==> src/rtl/layer_pkg.sv <==
// Shared types and defaults for the inter-layer link of the Morse decoder net.
// Optional drop counter is enabled by defining LAYER_LINK_DROP_CNT_EN.
package layer_pkg;

    localparam int unsigned LL_N_CH_DEF = 4;
    localparam int unsigned LL_W_DEF    = 8;
    localparam int unsigned DROP_CNT_W  = 8;

    typedef enum logic [0:0] {
        StCollect,
        StFull
    } ll_state_e;

    // Increment that sticks at all-ones instead of wrapping.
    function automatic logic [DROP_CNT_W-1:0] sat_inc(input logic [DROP_CNT_W-1:0] v);
        return (&v) ? v : v + {{(DROP_CNT_W-1){1'b0}}, 1'b1};
    endfunction

endpackage

==> src/rtl/layer_link_chan.sv <==
// One channel of the capture bank: a W-bit activation register and its "reported" bit.
// Clear takes priority over load so an abort or transfer always empties the slot.
module layer_link_chan
    import layer_pkg::*;
#(
    parameter int unsigned W = LL_W_DEF
) (
    input  logic         clk,
    input  logic         reset,
    input  logic         load,
    input  logic         clear,
    input  logic [W-1:0] din,
    output logic [W-1:0] data,
    output logic         valid
);

    logic [W-1:0] data_q, data_d;
    logic         valid_q, valid_d;

    always_comb begin
        data_d  = data_q;
        valid_d = valid_q;
        if (clear) begin
            valid_d = 1'b0;
        end else if (load) begin
            data_d  = din;
            valid_d = 1'b1;
        end
    end

    always_ff @(posedge clk) begin
        if (reset) begin
            data_q  <= '0;
            valid_q <= 1'b0;
        end else begin
            data_q  <= data_d;
            valid_q <= valid_d;
        end
    end

    assign data  = data_q;
    assign valid = valid_q;

endmodule

==> src/rtl/layer_link.sv <==
// Double-buffered link: collects one activation per channel, then publishes the frame
// over valid/ready. Define LAYER_LINK_DROP_CNT_EN to add the saturating drop_cnt port.
module layer_link
    import layer_pkg::*;
#(
    parameter int unsigned N_CH = LL_N_CH_DEF,
    parameter int unsigned W    = LL_W_DEF
) (
    input  logic                  clk,
    input  logic                  reset,
    input  logic                  new_frame,
    input  logic [N_CH*W-1:0]     in_data,
    input  logic [N_CH-1:0]       in_valid,
    output logic [N_CH*W-1:0]     out_data,
    output logic                  out_valid,
    input  logic                  out_ready
`ifdef LAYER_LINK_DROP_CNT_EN
    ,
    output logic [DROP_CNT_W-1:0] drop_cnt
`endif
);

    ll_state_e           state_q, state_d;
    logic [N_CH*W-1:0]   out_data_q, out_data_d;
    logic                out_valid_q, out_valid_d;

    logic [N_CH*W-1:0]   cap_data;
    logic [N_CH*W-1:0]   merged;
    logic [N_CH-1:0]     mask;
    logic [N_CH-1:0]     mask_next;
    logic [N_CH-1:0]     chan_load;
    logic                chan_clear;
    logic                out_free;
    logic                transfer;

    for (genvar c = 0; c < N_CH; c++) begin : g_chan
        layer_link_chan #(
            .W (W)
        ) u_chan (
            .clk   (clk),
            .reset (reset),
            .load  (chan_load[c]),
            .clear (chan_clear),
            .din   (in_data[c*W +: W]),
            .data  (cap_data[c*W +: W]),
            .valid (mask[c])
        );
    end

    always_comb begin
        out_free  = !out_valid_q || out_ready;
        chan_load = (state_q == StCollect && !new_frame) ? in_valid : '0;
        mask_next = mask | chan_load;

        // Frame as it will stand after this edge, so completion can transfer immediately.
        merged = cap_data;
        for (int c = 0; c < N_CH; c++) begin
            if (chan_load[c]) begin
                merged[c*W +: W] = in_data[c*W +: W];
            end
        end

        transfer = 1'b0;
        state_d  = state_q;
        unique case (state_q)
            StCollect: begin
                if (!new_frame && (&mask_next)) begin
                    if (out_free) begin
                        transfer = 1'b1;
                    end else begin
                        state_d = StFull;
                    end
                end
            end
            StFull: begin
                if (new_frame) begin
                    state_d = StCollect;
                end else if (out_free) begin
                    transfer = 1'b1;
                    state_d  = StCollect;
                end
            end
            default: state_d = StCollect;
        endcase

        chan_clear = new_frame || transfer;

        out_data_d  = out_data_q;
        out_valid_d = out_valid_q;
        if (out_valid_q && out_ready) begin
            out_valid_d = 1'b0;
        end
        if (transfer) begin
            out_data_d  = merged;
            out_valid_d = 1'b1;
        end
    end

    always_ff @(posedge clk) begin
        if (reset) begin
            state_q     <= StCollect;
            out_data_q  <= '0;
            out_valid_q <= 1'b0;
        end else begin
            state_q     <= state_d;
            out_data_q  <= out_data_d;
            out_valid_q <= out_valid_d;
        end
    end

    assign out_data  = out_data_q;
    assign out_valid = out_valid_q;

`ifdef LAYER_LINK_DROP_CNT_EN
    logic [DROP_CNT_W-1:0] drop_cnt_q;
    logic                  dropped;

    // One count per cycle in which any strobe is discarded, however many bits were set.
    assign dropped = (|in_valid) && (new_frame || state_q == StFull);

    always_ff @(posedge clk) begin
        if (reset) begin
            drop_cnt_q <= '0;
        end else if (dropped) begin
            drop_cnt_q <= sat_inc(drop_cnt_q);
        end
    end

    assign drop_cnt = drop_cnt_q;
`endif

endmodule

==> config.mk <==
export PLATFORM = sky130hd
export DESIGN_NAME = layer_link
export DESIGN_NICKNAME = d
export VERILOG_FILES = /design/src/rtl/layer_pkg.sv /design/src/rtl/layer_link_chan.sv /design/src/rtl/layer_link.sv
export SDC_FILE = /design/constraint.sdc
export NUM_CORES = 1
export LEC_CHECK = 0
export CORE_MARGIN = 4
export CORE_UTILIZATION = 30
export CTS_CLUSTER_SIZE = 12
export DETAILED_ROUTE_END_ITERATION = 8
export PLACE_DENSITY = 0.53
export SETUP_SLACK_MARGIN = 0.02
export SLEW_MARGIN = 0
export SYNTH_ARGS = -nofsm -noshare
export SYNTH_HDL_FRONTEND = slang
export SYNTH_SLANG_ARGS = --single-unit
==> constraint.sdc <==
create_clock -name clk -period 2.1 [get_ports clk]
set_input_delay 0.42 -clock clk [delete_from_list [all_inputs] [get_ports clk]]
set_output_delay 0.42 -clock clk [all_outputs]
set_load 0.03 [all_outputs]
# Yosys cells after proc, flatten, opt, wreduce, memory -nomap -nowiden
# Cells that the tools add are included.
# W data, S select, Z words.
[op_classes]
muxes = 15
bitwise_logic = 2
reduce_logical = 10
[op_table]
columns = ["cell", "count"]
rows = [
  ["$mux W8", 4],
  ["$mux W1", 8],
  ["$mux W4", 1],
  ["$or A4 B4 Y4", 1],
  ["$pmux W1 S2", 2],
  ["$reduce_and A4 Y1", 1],
  ["$logic_and A1 B1 Y1", 3],
  ["$logic_not A1 Y1", 2],
  ["$logic_or A1 B1 Y1", 2],
  ["$reduce_bool A2 Y1", 1],
  ["$reduce_or A2 Y1", 1],
  ["$not A1 Y1", 1],
]
[totals]
regBits = 70
out_inout_bits = 33
wordCells = 38

# Depth between registers and ports, before layout
[logic_depth]
depth_word = 10
depth_mapped = 8
mapped_depth_nobuf = 5

# By module
# A second synthesis with hierarchy kept.
[hier_totals]
hier_cells = 311
hier_area_um2 = 3397.0
[by_module_without_submodules]
columns = ["mod", "n_inst", "cells_each", "area_per_inst_um2", "seq_area_each_um2"]
rows = [
  ["layer_link", 1, 163, 1785.5, 680.7],
  ["layer_link_chan", 4, 37, 402.9, 180.2],
]

# Worst setup path after synthesis
# No wires, ideal clock.
[synth_timing]
kind = "in2reg"
from = "in new_frame"
to = "reg out_data_q[10], in the netlist out_data[10]"
setup_ps = 142
arrival_time_ps = 1736
t_required_ps = 1958
path_slack_ps = 222
cell_stages = 8
n_path_buf = 3
path_cell_list = "buf_6 > nor3b_2 > o22ai_2 > o21bai_2 > and2_1 > buf_2 > buf_4 > a211oi_2"
[synth_between]
elab_chain_len = 8
[synth_rtl]
columns = ["item", "line", "rtl"]
rows = [
  ["start, declared", "layer_link.sv:11", "input logic new_frame,"],
  ["$logic_not A1 Y1", "layer_link.sv:52, layer_link.sv:67", ""],
  ["$logic_and A1 B1 Y1", "layer_link.sv:52", "chan_load = (state_q == StCollect && !new_frame) ? in_valid : '0;"],
  ["$mux W4", "layer_link.sv:52", ""],
  ["$or A4 B4 Y4", "layer_link.sv:53", "mask_next = mask | chan_load;"],
  ["$reduce_and A4 Y1", "layer_link.sv:67", "if (!new_frame && (&mask_next)) begin"],
  ["$logic_and A1 B1 Y1", "layer_link.sv:67", ""],
  ["$mux W1", "layer_link.sv:67", ""],
  ["$pmux W1 S2", "layer_link.sv:65", "unique case (state_q)"],
  ["end signal, assigned", "layer_link.sv:106", "out_data_q <= out_data_d;"],
  ["end, declared", "layer_link.sv:24", "logic [N_CH*W-1:0] out_data_q, out_data_d;"],
]
# Parallel ways exist; a longest one is shown, timed or not.
# A chain may end at the register's enable or synchronous reset.

# Worst setup path in the final report
[layout_timing]
from = "in new_frame"
to = "reg g_chan[3].u_chan.data_q[0]"
[layout_between]
elab_chain_len = 9
[layout_rtl]
columns = ["item", "line", "rtl"]
rows = [
  ["$logic_not A1 Y1", "layer_link.sv:52, layer_link.sv:67", ""],
  ["$logic_and A1 B1 Y1", "layer_link.sv:52", ""],
  ["$mux W4", "layer_link.sv:52", ""],
  ["$or A4 B4 Y4", "layer_link.sv:53", ""],
  ["$reduce_and A4 Y1", "layer_link.sv:67", ""],
  ["$logic_and A1 B1 Y1", "layer_link.sv:67", ""],
  ["$mux W1", "layer_link.sv:67", ""],
  ["$pmux W1 S2", "layer_link.sv:65", ""],
  ["$logic_or A1 B1 Y1", "layer_link.sv:86", "chan_clear = new_frame || transfer;"],
  ["end signal, assigned", "layer_link_chan.sv:36", "data_q <= data_d;"],
  ["end, declared", "layer_link_chan.sv:17", "logic [W-1:0] data_q, data_d;"],
]
# Parallel ways exist; a longest one is shown, timed or not.

==> qor.txt <==
outcome - completed
syn_area_per_cell - 11.1 um2
DP Worst Slack - -245 ps
critical setup path kind - in2reg
Most Frequent Cell on Critical Path - sky130_fd_sc_hd__buf_12
synth warn - 0
Max-Slew Margin vs Limit - 0.499
Antenna Nets Post-Route - 0
average wire per cell in the routed design - 14.9 um
final instance area - 4400 um2
number of max-slew violations in the final report - 0
clock latency reported for the late side of the worst-skew pair - 340 ps
final estimated routing congestion in global placement - 0.779
setup repair bufs after CTS - 0
Top-Level Pins - 73
total leakage power - 1.66 nW
cell count after placement - 489
Max Clock Skew - 12.0 ps
Sequential cell area - 1400 um2
width of the die - 110 um
total wire length after detailed routing - 7520 um
root buffer selected by CTS - sky130_fd_sc_hd__clkbuf_8
detailed placement HPWL - 5340 um
Core Area - 9950 um2
number of buffers created by CTS - 9
class of the tightest hold or removal check - reg2reg
pin count of the biggest net entering global routing - 27
sequential fraction of the synthesis area - 0.449
diode insertion count for antenna repair - 0
total congestion overflow - 0
clock transition at the register clock pins on the worst setup and hold paths after CTS - 70 ps
Highest Clock Rate - 0.499 GHz
Post-Synthesis Net Count - 321
placement-stage cell area - 4200 um2
critical path data required time - 2300 ps
leading cell types in the layout, fill and taps excluded - sky130_fd_sc_hd__clkdlybuf4s50_1 (71), sky130_fd_sc_hd__dfxtp_1 (70), sky130_fd_sc_hd__mux2i_1 (64), sky130_fd_sc_hd__nor2_1 (33), sky130_fd_sc_hd__a21oi_1 (33)
final-stage net count - 407
number of clock sinks seen by CTS - 70
most common cell after layout, fill and taps aside - sky130_fd_sc_hd__clkdlybuf4s50_1
number of max-cap violations - 0
iteration-0 DRC count of the detailed router - 69
worst setup path start - new_frame
Worst setup endpoint - g_chan[3].u_chan.data[0]$_SDFFE_PP0N_
CTS tree - yes
via/cell ratio - 4.73
number of detailed-routing iterations run before antenna repair - 4
maximum buffer depth of the clock tree - 2
register-to-register setup slack - 320 ps
Cell Area, Synth - 3120 um2
flops & latches, synth - 70
buffers added on ports - 72
min cycle time layout - 2010 ps
Post-route DRC - 0
ratio of cells with drive above 1 in the final layout - 0.220
Initial Utilization - 0.314
height of the chip - 110 um
category of the worst setup path capture point - flop
fillers - 950
launching point of the worst reg2reg path - state_q$_SDFF_PP0_
vias in the first global route - 2413
slowest cell delay on critical path - 450 ps
area delta synth->final - 40.9%
transition time at the pin with the least slew margin - 749 ps
initial antenna violation count - 0
number of library cell types mapped by synthesis - 23
worst-path maximum fanout - 11
multi-input logic area - 1610 um2
crit path max-delay cell type - sky130_fd_sc_hd__clkdlybuf4s50_1
total negative slack for setup checks - 0 ps
count of buffering cells on the critical path with inverters included - 4
count of standard-cell rows - 36
setup repair after global routing missed its margin - true
global-route wire length before repair - 12200 um
worst reg2reg endpoint - g_chan[3].u_chan.data[0]$_SDFFE_PP0N_
GRT Overall Usage - 0.128
total die area - 12100 um2
peak supply drop - 0.292 mV
stages on the worst setup path - 9
Crit path max-delay family - buffers and inverters
pwr dens - 639 nW/um2
share of the clock period used by the worst path after layout - 0.955
R2R depth - 7
Final Hold Fails - 0
Worst setup SP type - primary input
non-filler cells in the finished layout - 505
DR vias - 2387
WP data arrival - 2210 ps
Design Power - 0.00281 W
post-synthesis cell count - 281
critical path, cell by cell - clkdlybuf4s50_1 > buf_12 > nor3b_2 > buf_4 > nor2_4 > o31ai_4 > buf_12 > mux2i_1 > nor2_1
Final Setup Violations - 0
H-Tree Level Count - 3
Worst Setup Slack, final - 94.8 ps
## flip-flops by register name, summed over array words and instances, names as in the netlist
signal	flops
out_data	32
state_q	1
g_chan.u_chan.valid	4
g_chan.u_chan.data	32
out_valid	1
## synth_stat cells
library cell / instances / area share
sky130_fd_sc_hd__a21oi_1: 33 / 0.053
sky130_fd_sc_hd__nor2_4: 4 / 0.014
sky130_fd_sc_hd__a211oi_1: 9 / 0.022
sky130_fd_sc_hd__buf_1: 1 / 0.0012
sky130_fd_sc_hd__buf_6: 7 / 0.025
sky130_fd_sc_hd__o31ai_4: 4 / 0.027
sky130_fd_sc_hd__buf_4: 1 / 0.0024
sky130_fd_sc_hd__o22ai_2: 2 / 0.0080
sky130_fd_sc_hd__nor3b_4: 1 / 0.0060
sky130_fd_sc_hd__clkbuf_1: 11 / 0.013
sky130_fd_sc_hd__nand2_1: 1 / 0.0012
sky130_fd_sc_hd__nor3b_2: 3 / 0.012
sky130_fd_sc_hd__o21bai_2: 1 / 0.0036
sky130_fd_sc_hd__nand2b_1: 1 / 0.0020
sky130_fd_sc_hd__buf_2: 4 / 0.0064
sky130_fd_sc_hd__nor4_1: 4 / 0.0080
sky130_fd_sc_hd__nor4b_1: 1 / 0.0028
sky130_fd_sc_hd__nor2b_1: 1 / 0.0020
sky130_fd_sc_hd__nor2_1: 33 / 0.040
sky130_fd_sc_hd__and2_1: 2 / 0.0040
sky130_fd_sc_hd__dfxtp_1: 70 / 0.45
sky130_fd_sc_hd__mux2i_1: 64 / 0.21
sky130_fd_sc_hd__a211oi_2: 23 / 0.092
## worst reg2reg max path, cell delays in order (launching register included)
cell and delay, ps:
sky130_fd_sc_hd__dfxtp_1 420, sky130_fd_sc_hd__nor3b_2 330, sky130_fd_sc_hd__buf_4 190, sky130_fd_sc_hd__nor2_4 40, sky130_fd_sc_hd__o31ai_4 250, sky130_fd_sc_hd__buf_12 170
sky130_fd_sc_hd__mux2i_1 190, sky130_fd_sc_hd__nor2_1 50
## worst min path at each step
stage | from | end | slack [ps] | depth (start not counted)
after floorplan | g_chan[0].u_chan.data[0]$_SDFFE_PP0N_ | g_chan[0].u_chan.data[0]$_SDFFE_PP0N_ | 460 | 2
after global placement | g_chan[1].u_chan.data[6]$_SDFFE_PP0N_ | g_chan[1].u_chan.data[6]$_SDFFE_PP0N_ | 470 | 2
after detailed placement | g_chan[3].u_chan.data[7]$_SDFFE_PP0N_ | g_chan[3].u_chan.data[7]$_SDFFE_PP0N_ | 480 | 2
after global routing | g_chan[1].u_chan.data[7]$_SDFFE_PP0N_ | g_chan[1].u_chan.data[7]$_SDFFE_PP0N_ | 520 | 2
final | g_chan[3].u_chan.data[7]$_SDFFE_PP0N_ | g_chan[3].u_chan.data[7]$_SDFFE_PP0N_ | 500 | 2
after CTS | g_chan[3].u_chan.data[7]$_SDFFE_PP0N_ | g_chan[3].u_chan.data[7]$_SDFFE_PP0N_ | 500 | 2
## final cells by class
| class | instances | area share |
|---|---|---|
| Clock buffer | 11 | 0.0299 |
| Multi-Input combinational cell | 187 | 0.365 |
| Tap cell | 133 | 0.0378 |
| Clock inverter | 5 | 0.0114 |
| Timing Repair Buffer | 99 | 0.237 |
| Sequential cell | 70 | 0.318 |
## cells by family after synthesis
| kind of cell | synth area share |
|---|---|
| mux | 0.205 |
| flops | 0.449 |
| buf+inv | 0.0485 |
| compound gates | 0.206 |
| simple gates | 0.0921 |
## per-layer routing
metal  global-route usage  vias up  wire (um)
met5                    0        -          0
met4               0.0454        0        103
met3               0.0320       11        401
met2                0.197       48       3380
met1                0.174     1127       3640
li1                     -     1201          -
## report_power, final
| part | total, W | internal (W) | switching, W |
|---|---|---|---|
| clock | 0.00105 | 0.000542 | 0.000507 |
| sequential | 0.00138 | 0.00136 | 0.0000202 |
| combinational | 0.000380 | 0.000204 | 0.000176 |
| total | 0.00281 | 0.00211 | 0.000703 |
## timing repair
action	CTS	global route
gates resized for setup	0	3
hold buffers	0	0
setup endpoints to repair	0	1
## metrics by stage
stage / hold WS [ps] / utilization
floorplan: 463 / -
global placement: 473 / 0.422
detailed placement: 484 / 0.422
CTS: 503 / 0.440
global route: 521 / 0.442
finish: 497 / 0.442
No activity file was read; power rests on OpenSTA's default activity.
